## config.mk

```make
export PLATFORM = sky130hd
export DESIGN_NAME = hdmi_i2c_config
export DESIGN_NICKNAME = d
export VERILOG_FILES = /design/src/rtl/hdmi_i2c_config.sv
export SDC_FILE = /design/constraint.sdc
export NUM_CORES = 1
export LEC_CHECK = 0
export CAP_MARGIN = 40
export CORE_UTILIZATION = 61
export CTS_CLUSTER_SIZE = 16
export DETAILED_ROUTE_END_ITERATION = 10
export GPL_ROUTABILITY_DRIVEN = 1
export HOLD_SLACK_MARGIN = 0.08
export PLACE_DENSITY = 0.88
export SLEW_MARGIN = 30
export SYNTH_ARGS = -nofsm -noshare
export SYNTH_HDL_FRONTEND = slang
export SYNTH_SLANG_ARGS = --single-unit
export TNS_END_PERCENT = 30
```

## constraint.sdc

```tcl
create_clock -name clk -period 3.3 [get_ports clk]
set_clock_uncertainty 0.1 [all_clocks]
set_input_delay 0.66 -clock clk [delete_from_list [all_inputs] [get_ports clk]]
set_output_delay 0.66 -clock clk [all_outputs]
set_load 0.02 [all_outputs]
```

## src/rtl/hdmi_i2c_config.sv

```systemverilog
// HDMI transmitter register loader: replays a fixed 12-entry table
// over a counter-timed I2C master after power-up or on request.
module hdmi_i2c_config #(
  parameter int          CLK_DIV        = 125,
  parameter logic [23:0] POWERUP_CYCLES = 24'd10_000_000,
  parameter logic [6:0]  DEV_ADDR       = 7'h39,
  parameter logic [15:0] GAP_CYCLES     = 16'd1000
) (
  input  logic       clk,
  input  logic       rst,
  input  logic       start,
  input  logic       sda_in,
  output logic       scl_oe,
  output logic       sda_oe,
  output logic       busy,
  output logic       done,
  output logic       error,
  output logic [3:0] index
);

  typedef enum logic [2:0] {
    S_POWERUP, S_IDLE, S_START, S_BYTE,
    S_ACK, S_STOP, S_GAP, S_DONE
  } state_t;

  localparam logic [15:0] DIV_M1 = 16'(CLK_DIV - 1);
  localparam logic [23:0] PU_M1  = POWERUP_CYCLES - 24'd1;
  localparam logic [23:0] GAP_M1 = {8'd0, GAP_CYCLES} - 24'd1;

  state_t      r_state, w_next;
  logic [15:0] r_cnt;
  logic [1:0]  r_phase;
  logic [2:0]  r_bit;
  logic [1:0]  r_byte;
  logic [23:0] r_wait;
  logic [3:0]  r_index;
  logic        r_nack;
  logic        r_error;
  logic        r_busy;

  logic        w_phase_end, w_slot_end, w_sample;
  logic        w_slot, w_wait_end, w_go, w_bit;
  logic [23:0] w_wait_lim;
  logic [15:0] w_entry;
  logic [7:0]  w_byte;
  logic        w_scl_oe, w_sda_oe;

  assign w_phase_end = (r_cnt == DIV_M1);
  assign w_slot_end  = w_phase_end && (r_phase == 2'd3);
  assign w_sample    = w_phase_end && (r_phase == 2'd2);
  assign w_slot      = (r_state == S_START) || (r_state == S_BYTE) ||
                       (r_state == S_ACK)   || (r_state == S_STOP);
  assign w_wait_lim  = (r_state == S_POWERUP) ? PU_M1 : GAP_M1;
  assign w_wait_end  = (r_wait == w_wait_lim);
  assign w_go        = start &&
                       ((r_state == S_IDLE) || (r_state == S_DONE));

  always_comb begin
    w_entry = 16'h0000;
    unique case (r_index)
      4'd0:    w_entry = 16'h4110;
      4'd1:    w_entry = 16'h9803;
      4'd2:    w_entry = 16'h9AE0;
      4'd3:    w_entry = 16'h9C30;
      4'd4:    w_entry = 16'h9D61;
      4'd5:    w_entry = 16'hA2A4;
      4'd6:    w_entry = 16'hA3A4;
      4'd7:    w_entry = 16'hE0D0;
      4'd8:    w_entry = 16'hF900;
      4'd9:    w_entry = 16'h1500;
      4'd10:   w_entry = 16'h1630;
      4'd11:   w_entry = 16'hAF16;
      default: w_entry = 16'h0000;
    endcase
  end

  always_comb begin
    w_byte = {DEV_ADDR, 1'b0};
    if (r_byte == 2'd1) w_byte = w_entry[15:8];
    if (r_byte == 2'd2) w_byte = w_entry[7:0];
  end

  assign w_bit = w_byte[3'd7 - r_bit];

  always_comb begin
    w_next = r_state;
    unique case (r_state)
      S_POWERUP: if (w_wait_end) w_next = S_START;
      S_IDLE:    if (start) w_next = S_START;
      S_DONE:    if (start) w_next = S_START;
      S_START:   if (w_slot_end) w_next = S_BYTE;
      S_BYTE:    if (w_slot_end && r_bit == 3'd7) w_next = S_ACK;
      S_ACK: begin
        if (w_slot_end)
          w_next = (r_nack || r_byte == 2'd2) ? S_STOP : S_BYTE;
      end
      S_STOP:    if (w_slot_end) w_next = r_nack ? S_IDLE : S_GAP;
      S_GAP: begin
        if (w_wait_end)
          w_next = (r_index == 4'd11) ? S_DONE : S_START;
      end
      default:   w_next = S_POWERUP;
    endcase
  end

  // SDA only moves on p0 entry except for the START/STOP edges
  always_comb begin
    w_scl_oe = 1'b0;
    w_sda_oe = 1'b0;
    unique case (r_state)
      S_START: w_sda_oe = r_phase[1];
      S_BYTE: begin
        w_scl_oe = ~r_phase[1];
        w_sda_oe = ~w_bit;
      end
      S_ACK:   w_scl_oe = ~r_phase[1];
      S_STOP: begin
        w_scl_oe = ~r_phase[1];
        w_sda_oe = (r_phase != 2'd3);
      end
      default: ;
    endcase
  end

  always_ff @(posedge clk or negedge rst) begin
    if (!rst) begin
      r_state <= S_POWERUP;
      r_cnt   <= '0;
      r_phase <= '0;
      r_bit   <= '0;
      r_byte  <= '0;
      r_wait  <= '0;
      r_index <= '0;
      r_nack  <= 1'b0;
      r_error <= 1'b0;
      r_busy  <= 1'b0;
    end else begin
      r_state <= w_next;
      r_busy  <= (w_next != S_IDLE) && (w_next != S_DONE);
      if (w_slot) begin
        if (w_phase_end) begin
          r_cnt   <= '0;
          r_phase <= r_phase + 2'd1;
        end else begin
          r_cnt <= r_cnt + 16'd1;
        end
      end else begin
        r_cnt   <= '0;
        r_phase <= '0;
      end
      if (r_state == S_POWERUP || r_state == S_GAP)
        r_wait <= w_wait_end ? 24'd0 : r_wait + 24'd1;
      else
        r_wait <= '0;
      if (r_state == S_START) begin
        r_bit  <= '0;
        r_byte <= '0;
      end
      if (r_state == S_BYTE && w_slot_end)
        r_bit <= r_bit + 3'd1;
      if (r_state == S_ACK && w_sample)
        r_nack <= sda_in;
      if (r_state == S_ACK && w_slot_end)
        r_byte <= r_byte + 2'd1;
      if (w_go) begin
        r_index <= '0;
        r_error <= 1'b0;
      end
      if (r_state == S_GAP && w_wait_end && r_index != 4'd11)
        r_index <= r_index + 4'd1;
      if (r_state == S_STOP && w_slot_end && r_nack)
        r_error <= 1'b1;
    end
  end

  assign scl_oe = w_scl_oe;
  assign sda_oe = w_sda_oe;
  assign busy   = r_busy;
  assign done   = (r_state == S_DONE);
  assign error  = r_error;
  assign index  = r_index;

endmodule
```

==> reports/metrics.cfg, run 1 <==
[routing]
totalWireLength_mm=7.77
viasPerCell=5.94
routedWlPerCell_microns=15.5
vias=2976
antenna_left=0
first_iter_violations=261
drcViolationCount=0
drt_pass1_iterations=4

[logic_synthesis]
netlist_top_cells_area=dfrtp_1, nor2_1, ha_1
synthFlopType=dfrtp_1
synth_cell_types=55
synth_top_cell_by_area=dfrtp_1
synth_edf_count=0
synth_area_sq_mm=0.00353
synth_seq_cells=57
syn-num-nets=419
synth_common_cells=nor2_1, dfrtp_1, nand2_1
synth-seq-area-share_pct=40.4
synth_top_area_share_pct=40.4
syn_inst=400
synth_area_per_cell_sq_um=8.84
yosys_warnings=0
yosysMostFrequentCell=nor2_1
async_reset_ff_share_pct=100

[sta]
tightestPinTransition_ns=0.610
timing.hold.ws_ns=0.227
relSlewSlack_pct=59.3
finalSetupViolCount=0
rsz0062_at_grt=yes
max_clock_freq_mhz=314
post-route-period-util_pct=96.4
final.min_clock_period_ns=3.18
hold_viol=0
slew_viol_final=0

[clocking]
htreeDepth=3
cts-root-buf=clkbuf_8
cts.sinks=57
clk-insertion-delay-late_ns=0.34
cts_tree=built
clk_pin_slew_ns=0.07
numCtsBuffers=9
cts_buffer_depth=2

[die]
start_util_pct=63.8
io_pins=13
rows=27
die_width_microns=78.1
core_sq_mm=0.00554
dieArea_sq_mm=0.00610
die-height_microns=78.1

[global_routing]
grt_max_degree=49
grt_pass1_wl_mm=13.2
grt_overflow_total=0
grt_use_total_pct=27.9
grt_pass1_vias=2843
grt_antenna_before_repair=0

[outcome]
status=completed

[power_and_ir_drop]
p_leak_uw=0.00168
p_per_area_mw_per_mm2=341
power_uw=1370
ir_drop_mv=0.287

[setup_path]
setup.worst_path.start_class=register
cp_data_required_time_ns=2.54
worstSetupEndpointType=output pin
critPathMaxStageDelay_ns=0.43
critPathBufInv=3
cp_max_fo=4
crit_chain=inv_2, buf_6, ha_4, mux2_4, nand2_2, a31oi_1, a31oi_1, o211ai_1, and3_1, o31ai_1, buf_2
cp_common_cell=a31oi_1
cp_slowest_cell=dfrtp_1
path_class=reg -> out
crit_family=compound AO/OA/AOI/OAI gates
critPathArrivalTime_ns=2.42

[final_layout]
n_antenna_cell=0
nets=443
num-fill-cells=393
synthToLayoutAreaGrowth_pct=13.7
drive_gt1_share_pct=13.3

[hold_path]
hp-class=in -> async

[flow_run]
drv_cap=0

[placement]
portBuffers=12
gp_congestion=0.904
hpwl_mm=5.30

area by class of cell:
type	instances	area, sq um	share of cell area, %
Clock inverter	5	55.1	1.37
Multi-Input combinational cell	309	2000	49.6
Inverter	18	67.6	1.68
Sequential cell	57	1430	35.5
Tap cell	72	90.1	2.24
Clock buffer	11	141	3.52
Timing Repair Buffer	29	244	6.07
per-layer routing:
| metal | part of all wire (%) | vias to the layer above | global-route usage [%] |
|---|---|---|---|
| met5 | 0 | - | 0 |
| met4 | 1.8 | 0 | 7.96 |
| met3 | 5.1 | 20 | 8.72 |
| met2 | 48 | 97 | 45.4 |
| met1 | 45 | 1416 | 35.8 |
| li1 | - | 1443 | - |
state kept, by name, indices dropped and copies added (netlist names):
name / flops
r_wait: 24
r_cnt: 16
index: 4
r_bit: 3
r_state: 3
r_byte: 2
r_phase: 2
busy: 1
error: 1
r_nack: 1
repair_timing:
item,CTS,global route
endpoints found under the setup margin,1,1
gates cloned,0,0
hold buffers,0,0
resized for setup,5,12
pin swaps,0,7
buffers inserted,0,2
where the power goes:
part / switching [uW] / internal (uW)
Combinational: 15.8 / 5.59
Clock: 282 / 366
Sequential: 1.47 / 699
Total: 299 / 1070
cell usage in the layout, fill, tap and decap left out, types with 10 or more instances in the layout:
cell type,instances
nor2_1,69
dfrtp_1,57
nand2_1,38
xnor2_1,20
xor2_1,19
buf_4,17
inv_1,16
nand3_1,16
o21ai_0,16
a21oi_1,14
ha_1,12
and3_1,10
clkbuf_8,10
clkdlybuf4s50_1,10
worst paths after layout:
| path | startpoint | end | slack [ns] | cells past startpoint |
|---|---|---|---|---|
| setup / recovery | index[0]$_DFFE_PN0P_ | sda_oe | 0.12 | 11 |
| hold / removal | rst | r_state[2]$_DFF_PN0_ | 0.23 | 1 |
| setup reg to reg | r_state[1]$_DFF_PN0_ | index[3]$_DFFE_PN0P_ | 0.55 | 7 |
| hold reg to reg | r_wait[0]$_DFF_PN0_ | r_wait[0]$_DFF_PN0_ | 0.36 | 1 |
| max in group asynchronous | rst | r_cnt[9]$_DFF_PN0_ | 2.31 | 2 |
| min in group clk | r_wait[0]$_DFF_PN0_ | r_wait[0]$_DFF_PN0_ | 0.36 | 1 |
stage by stage:
stage               std cells  setup WS (ns)  instance area (sq um)   TNS, ns  utilization [%]
global placement          483         0.0733                   3770         0             68.0
floorplan                 400          0.191                   3530         0                -
detailed placement        483       -0.00408                   3770  -0.00408             68.0
CTS                       499        0.00497                   3970         0             71.6
finish                    501          0.117                   4020         0             72.6
global route              501        -0.0654                   4020   -0.0654             72.6
logic make-up (layout without fill, tap and decap cells):
group	Yosys count	after routing	synth area share (%)
compound gates	69	69	13.7
xor+xnor	39	39	9.66
fa+ha+maj	15	15	5.31
buf+inv	34	63	4.35
flops	57	57	40.4
mux	5	5	1.56
simple gates	181	181	25.1
(Power assumes the default switching activity.)
==> run 2: changes to the inputs <==
--- a/config.mk
+++ b/config.mk
@@ -6,6 +6,7 @@
 export NUM_CORES = 1
 export LEC_CHECK = 0
 export CAP_MARGIN = 40
+export CORE_MARGIN = 1.5
 export CORE_UTILIZATION = 61
 export CTS_CLUSTER_SIZE = 16
 export DETAILED_ROUTE_END_ITERATION = 10
==> run 2 against run 1 <==
Net effect: count of clock-buffer cells in the layout grew 1; via count grew 1.3%; sequential cell count is the same; maximum frequency is essentially flat; final area shrank 2.3%; sequential share of layout area grew 0.82 points; die area grew 2.6%; critical endpoint unchanged.
==> reports/metrics.cfg, run 2 (synthesis results as in run 1) <==
[die]
core_sq_mm=0.00554
dieArea_sq_mm=0.00626
start_util_pct=63.8
rows=27
die-height_microns=79.1
io_pins=13
die_width_microns=79.1

[routing]
drcViolationCount=0
first_iter_violations=218
routedWlPerCell_microns=15.5
totalWireLength_mm=7.70
vias=3014
antenna_left=0
drt_pass1_iterations=6
viasPerCell=6.06

[setup_path]
cp_common_cell=ha_1
cp_max_fo=5
setup.worst_path.start_class=register
worstSetupEndpointType=output pin
ff2ff_setup_slack_ns=0.56
path_class=reg -> out
critPathArrivalTime_ns=2.42
crit_chain=ha_1, inv_1, ha_1, nand2_1, o311a_1, o21ai_0, a211oi_1, nor3_1, o31ai_1, buf_2
critPathMaxStageDelay_ns=0.42
cp_slowest_cell=dfrtp_1
cp_data_required_time_ns=2.54

[global_routing]
grt_overflow_total=0
grt_antenna_before_repair=0
grt_pass1_wl_mm=13.2
grt_max_degree=25
grt_pass1_vias=2898
grt_use_total_pct=27.4

[final_layout]
layout_common_cells=nor2_1, dfrtp_1, nand2_1, xnor2_1, xor2_1
final_common_cell=nor2_1
largest_reg_flops=24
n_antenna_cell=0
num-fill-cells=417
final_cells=497
synthToLayoutAreaGrowth_pct=11.2
final_util_pct=70.9
nets=440
drive_gt1_share_pct=11.1
regMostFlops=r_wait

[clocking]
clk-insertion-delay-late_ns=0.34
hold_buffers=0
cts.sinks=57
clk_pin_slew_ns=0.06
numCtsBuffers=9
cts_buffer_depth=2
cts-root-buf=clkbuf_8
htreeDepth=3
cts_tree=built

[placement]
portBuffers=12
gp_congestion=0.911
hpwl_mm=5.44
placed_cells=482

[outcome]
status=completed

[hold_path]
hp-class=in -> async

[sta]
post-route-period-util_pct=96.5
tightestPinTransition_ns=0.649
max_clock_freq_mhz=314
final.min_clock_period_ns=3.18
relSlewSlack_pct=56.4
finalSetupViolCount=0
slew_viol_final=0
hold_viol=0
rsz0062_at_grt=no

[power_and_ir_drop]
p_per_area_mw_per_mm2=325
p_int_uw=991
pwr-share-seq_pct=54.9
power_frac_comb_pct=1.6
clkPwrFrac_pct=43.4
ir_drop_mv=0.296
switchingPower_uw=285
power.share.switching_pct=22.4
p_leak_uw=0.00164

[flow_run]
drv_cap=0

-- run 2: cell type report --
class | count | area (sq um) | area share [%]
clock inverters | 3 | 17.5 | 0.446
flip-flops and latches | 57 | 1430 | 36.3
inverters | 18 | 67.6 | 1.72
clock buffers | 12 | 145 | 3.69
multi-input cells | 309 | 1970 | 50.1
repair buffers | 26 | 215 | 5.48
well taps | 72 | 90.1 | 2.29
-- run 2: repair_timing --
action	CTS	global route
resized for setup	6	2
endpoints found under the setup margin	1	1
setup buffers	0	0
-- run 2: final timing paths --
| path | startpoint | end | cells after the start |
|---|---|---|---|
| max | index[0]$_DFFE_PN0P_ | sda_oe | 10 |
| min | rst | index[1]$_DFFE_PN0P_ | 1 |
| max reg2reg | r_state[1]$_DFF_PN0_ | index[3]$_DFFE_PN0P_ | 7 |
| min reg2reg | r_wait[0]$_DFF_PN0_ | r_wait[0]$_DFF_PN0_ | 1 |
| max in group asynchronous | rst | r_wait[3]$_DFF_PN0_ | 2 |
| min in group clk | r_wait[0]$_DFF_PN0_ | r_wait[0]$_DFF_PN0_ | 1 |
-- run 2: critical path: cells and delay by family, from the launching register on --
kind | cells | cell delay, ns
AO/OA/AOI/OAI | 4 | 0.76
adder cells (fa/ha/maj) | 2 | 0.47
buffers and inverters | 2 | 0.29
flip-flops | 1 | 0.42
AND/OR/NAND/NOR | 2 | 0.15
-- run 2: per-layer routing --
metal,vias to the layer above,track usage (%),share of wire (%)
li1,1432,-,-
met1,1460,34.5,44
met2,111,45.6,49
met3,11,6.55,6.4
met4,0,10.0,1.3
met5,-,0,0
-- run 2: through the flow --
stage / hold WS, ns / setup WS [ns] / total power, uW / TNS, ns / instance area, sq um
6_report: 0.167 / 0.116 / 1280 / 0 / 3930
5_1_grt: 0.204 / 0.0390 / 1320 / 0 / 3930
4_1_cts: 0.181 / 0.0816 / 1290 / 0 / 3920
3_5_place_dp: 0.350 / -0.0251 / 736 / -0.0251 / 3760
3_3_place_gp: 0.341 / 0.0346 / 735 / 0 / 3760
2_1_floorplan: 0.264 / 0.191 / 716 / 0 / 3530
-- run 2: power by group through the flow --
stage	combinational [uW]	clock [uW]	sequential, uW
3_3_place_gp	21.5	0	714
5_1_grt	25.0	598	701
6_report	20.9	554	701
2_1_floorplan	2.09	0	714
3_5_place_dp	21.9	0	714
4_1_cts	22.1	566	701
==> run 3: changes to the inputs <==
--- a/config.mk
+++ b/config.mk
@@ -7,12 +7,12 @@
 export LEC_CHECK = 0
 export CAP_MARGIN = 40
 export CORE_MARGIN = 1.5
-export CORE_UTILIZATION = 61
+export CORE_UTILIZATION = 40
 export CTS_CLUSTER_SIZE = 16
 export DETAILED_ROUTE_END_ITERATION = 10
 export GPL_ROUTABILITY_DRIVEN = 1
 export HOLD_SLACK_MARGIN = 0.08
-export PLACE_DENSITY = 0.88
+export PLACE_DENSITY = 0.64
 export SLEW_MARGIN = 30
 export SYNTH_ARGS = -nofsm -noshare
 export SYNTH_HDL_FRONTEND = slang
==> run 3 against run 2 <==
Net effect: final area up 3.2%; via count down 4.4%; non-clock buffer count up 3; die area up 50%; combinational power up 6%; sequential cell count unchanged; register-to-register slack better by 0.02 ns; worst setup slack better by 0.077 ns; first-iteration DRC count down 54%; largest power group unchanged.
==> reports/metrics.cfg, run 3 (synthesis results as in run 1) <==
[die]
start_util_pct=40.9
rows=34
dieArea_sq_mm=0.00941
io_pins=13
die_width_microns=97.0
die-height_microns=97.0
core_sq_mm=0.00864

[global_routing]
grt_overflow_total=0
grt_antenna_before_repair=0
grt_pass1_wl_mm=13.3
grt_max_degree=30
grt_pass1_vias=2869
grt_use_total_pct=17.3

[final_layout]
nets=443
regArea_sq_mm=0.00143
num-fill-cells=847
n_antenna_cell=0
final_common_cell=nor2_1
stdcell_area_sq_mm=0.00406
multi_input_area_sq_mm=0.00197
synthToLayoutAreaGrowth_pct=14.7
drive_gt1_share_pct=13.1
regMostFlops=r_wait
final_util_pct=47.0
final_cells=537
largest_reg_flops=24
layout_common_cells=nor2_1, dfrtp_1, nand2_1, xnor2_1, xor2_1

[routing]
drt_pass1_iterations=4
antenna_left=0
routedWlPerCell_microns=13.8
drcViolationCount=0
vias=2880
first_iter_violations=100
totalWireLength_mm=7.41
viasPerCell=5.36

[sta]
final.min_clock_period_ns=3.11
tns_ns=0
timing.hold.ws_ns=0.256
finalSetupViolCount=0
slew_viol_final=0
hold_viol=0
post-route-period-util_pct=94.1
relSlewSlack_pct=55.9
tightestPinTransition_ns=0.662
rsz0062_at_grt=no
max_clock_freq_mhz=322

[setup_path]
critPathBufInv=2
worstSetupEndpointType=output pin
setup.worst_path.start_class=register
cp_slowest_cell=dfrtp_2
critPathArrivalTime_ns=2.35
cp_max_fo=6
crit_chain=inv_2, ha_4, nand2b_1, o211ai_1, o21ai_0, a21boi_0, a311o_1, and3_1, o31ai_1, buf_2
critPathMaxStageDelay_ns=0.44
crit_family=compound AO/OA/AOI/OAI gates
path_class=reg -> out
cp_data_required_time_ns=2.54

[clocking]
hold_buffers=0
numCtsBuffers=9
cts_buffer_depth=2
clk_pin_slew_ns=0.06
clk-insertion-delay-late_ns=0.34
cts_tree=built
cts-root-buf=clkbuf_8
htreeDepth=3
cts.sinks=57

[hold_path]
hp-class=in -> async

[placement]
portBuffers=12
placed_area_sq_mm=0.00383
hpwl_mm=5.41
gp_congestion=0.824
placed_cells=520

[power_and_ir_drop]
p_per_area_mw_per_mm2=341
ir_drop_mv=0.179
p_leak_uw=0.00167

[flow_run]
drv_cap=0

[outcome]
status=completed

==> run 3: cell count changes in the layout (fill, tap and decap cells not counted) <==
cell,before,now
buf_12,0,1
buf_4,14,16
bufinv_16,0,1
clkbuf_1,2,0
clkinv_2,2,1
clkinv_4,0,2
clkinvlp_4,1,2
dfrtp_1,57,56
dfrtp_2,0,1
ha_1,14,13
ha_2,0,1
inv_1,17,16
inv_2,1,2
==> run 3: layout make-up <==
class	instances	area share (%)
clock buffer	10	3.39
sequential	57	35.2
multi-input combinational	309	48.6
inverter	18	1.67
tap	108	3.33
timing repair buffer	29	6.17
clock inverter	6	1.67
==> run 3: worst reg2reg max path: cells and delay by family (launching register included) <==
| kind | cells | cell delay [ns] |
|---|---|---|
| and+or+nand+nor | 3 | 1.27 |
| AOI/OAI and AO/OA | 4 | 0.72 |
| DFF | 1 | 0.52 |
==> run 3: path summary, 6_finish.rpt <==
path	from	end	slack, ns	cells past startpoint
setup / recovery	index[1]$_DFFE_PN0P_	sda_oe	0.19	10
hold / removal	rst	index[3]$_DFFE_PN0P_	0.26	1
setup reg to reg	r_state[1]$_DFF_PN0_	index[3]$_DFFE_PN0P_	0.58	7
hold reg to reg	r_wait[0]$_DFF_PN0_	r_wait[0]$_DFF_PN0_	0.36	1
max in group asynchronous	rst	index[1]$_DFFE_PN0P_	2.25	2
min in group clk	r_wait[0]$_DFF_PN0_	r_wait[0]$_DFF_PN0_	0.36	1
==> run 3: routing by layer <==
metal	wire, microns	vias to the layer above	track usage, %
met5	0	-	0
met1	3510	1373	22.7
li1	-	1436	-
met4	131	0	6.13
met3	304	11	4.19
met2	3470	60	27.8
==> run 3: timing repair <==
item / 4_1_cts / 5_1_grt
endpoints found under the setup margin: 1 / 1
gates resized for setup: 6 / 5
buffers inserted: 0 / 1
gates cloned: 0 / 0
==> run 3: stage by stage <==
stage	power [uW]	setup WS, ns
final	1380	0.193
after detailed placement	737	-0.00952
after global placement	737	0.0462
after floorplan	716	0.191
after global routing	1450	0.0104
after CTS	1410	0.0890
==> run 3: report_power, final <==
group / switching, uW / internal, uW
Combinational: 16.0 / 6.10
Clock: 292 / 370
Sequential: 1.39 / 699
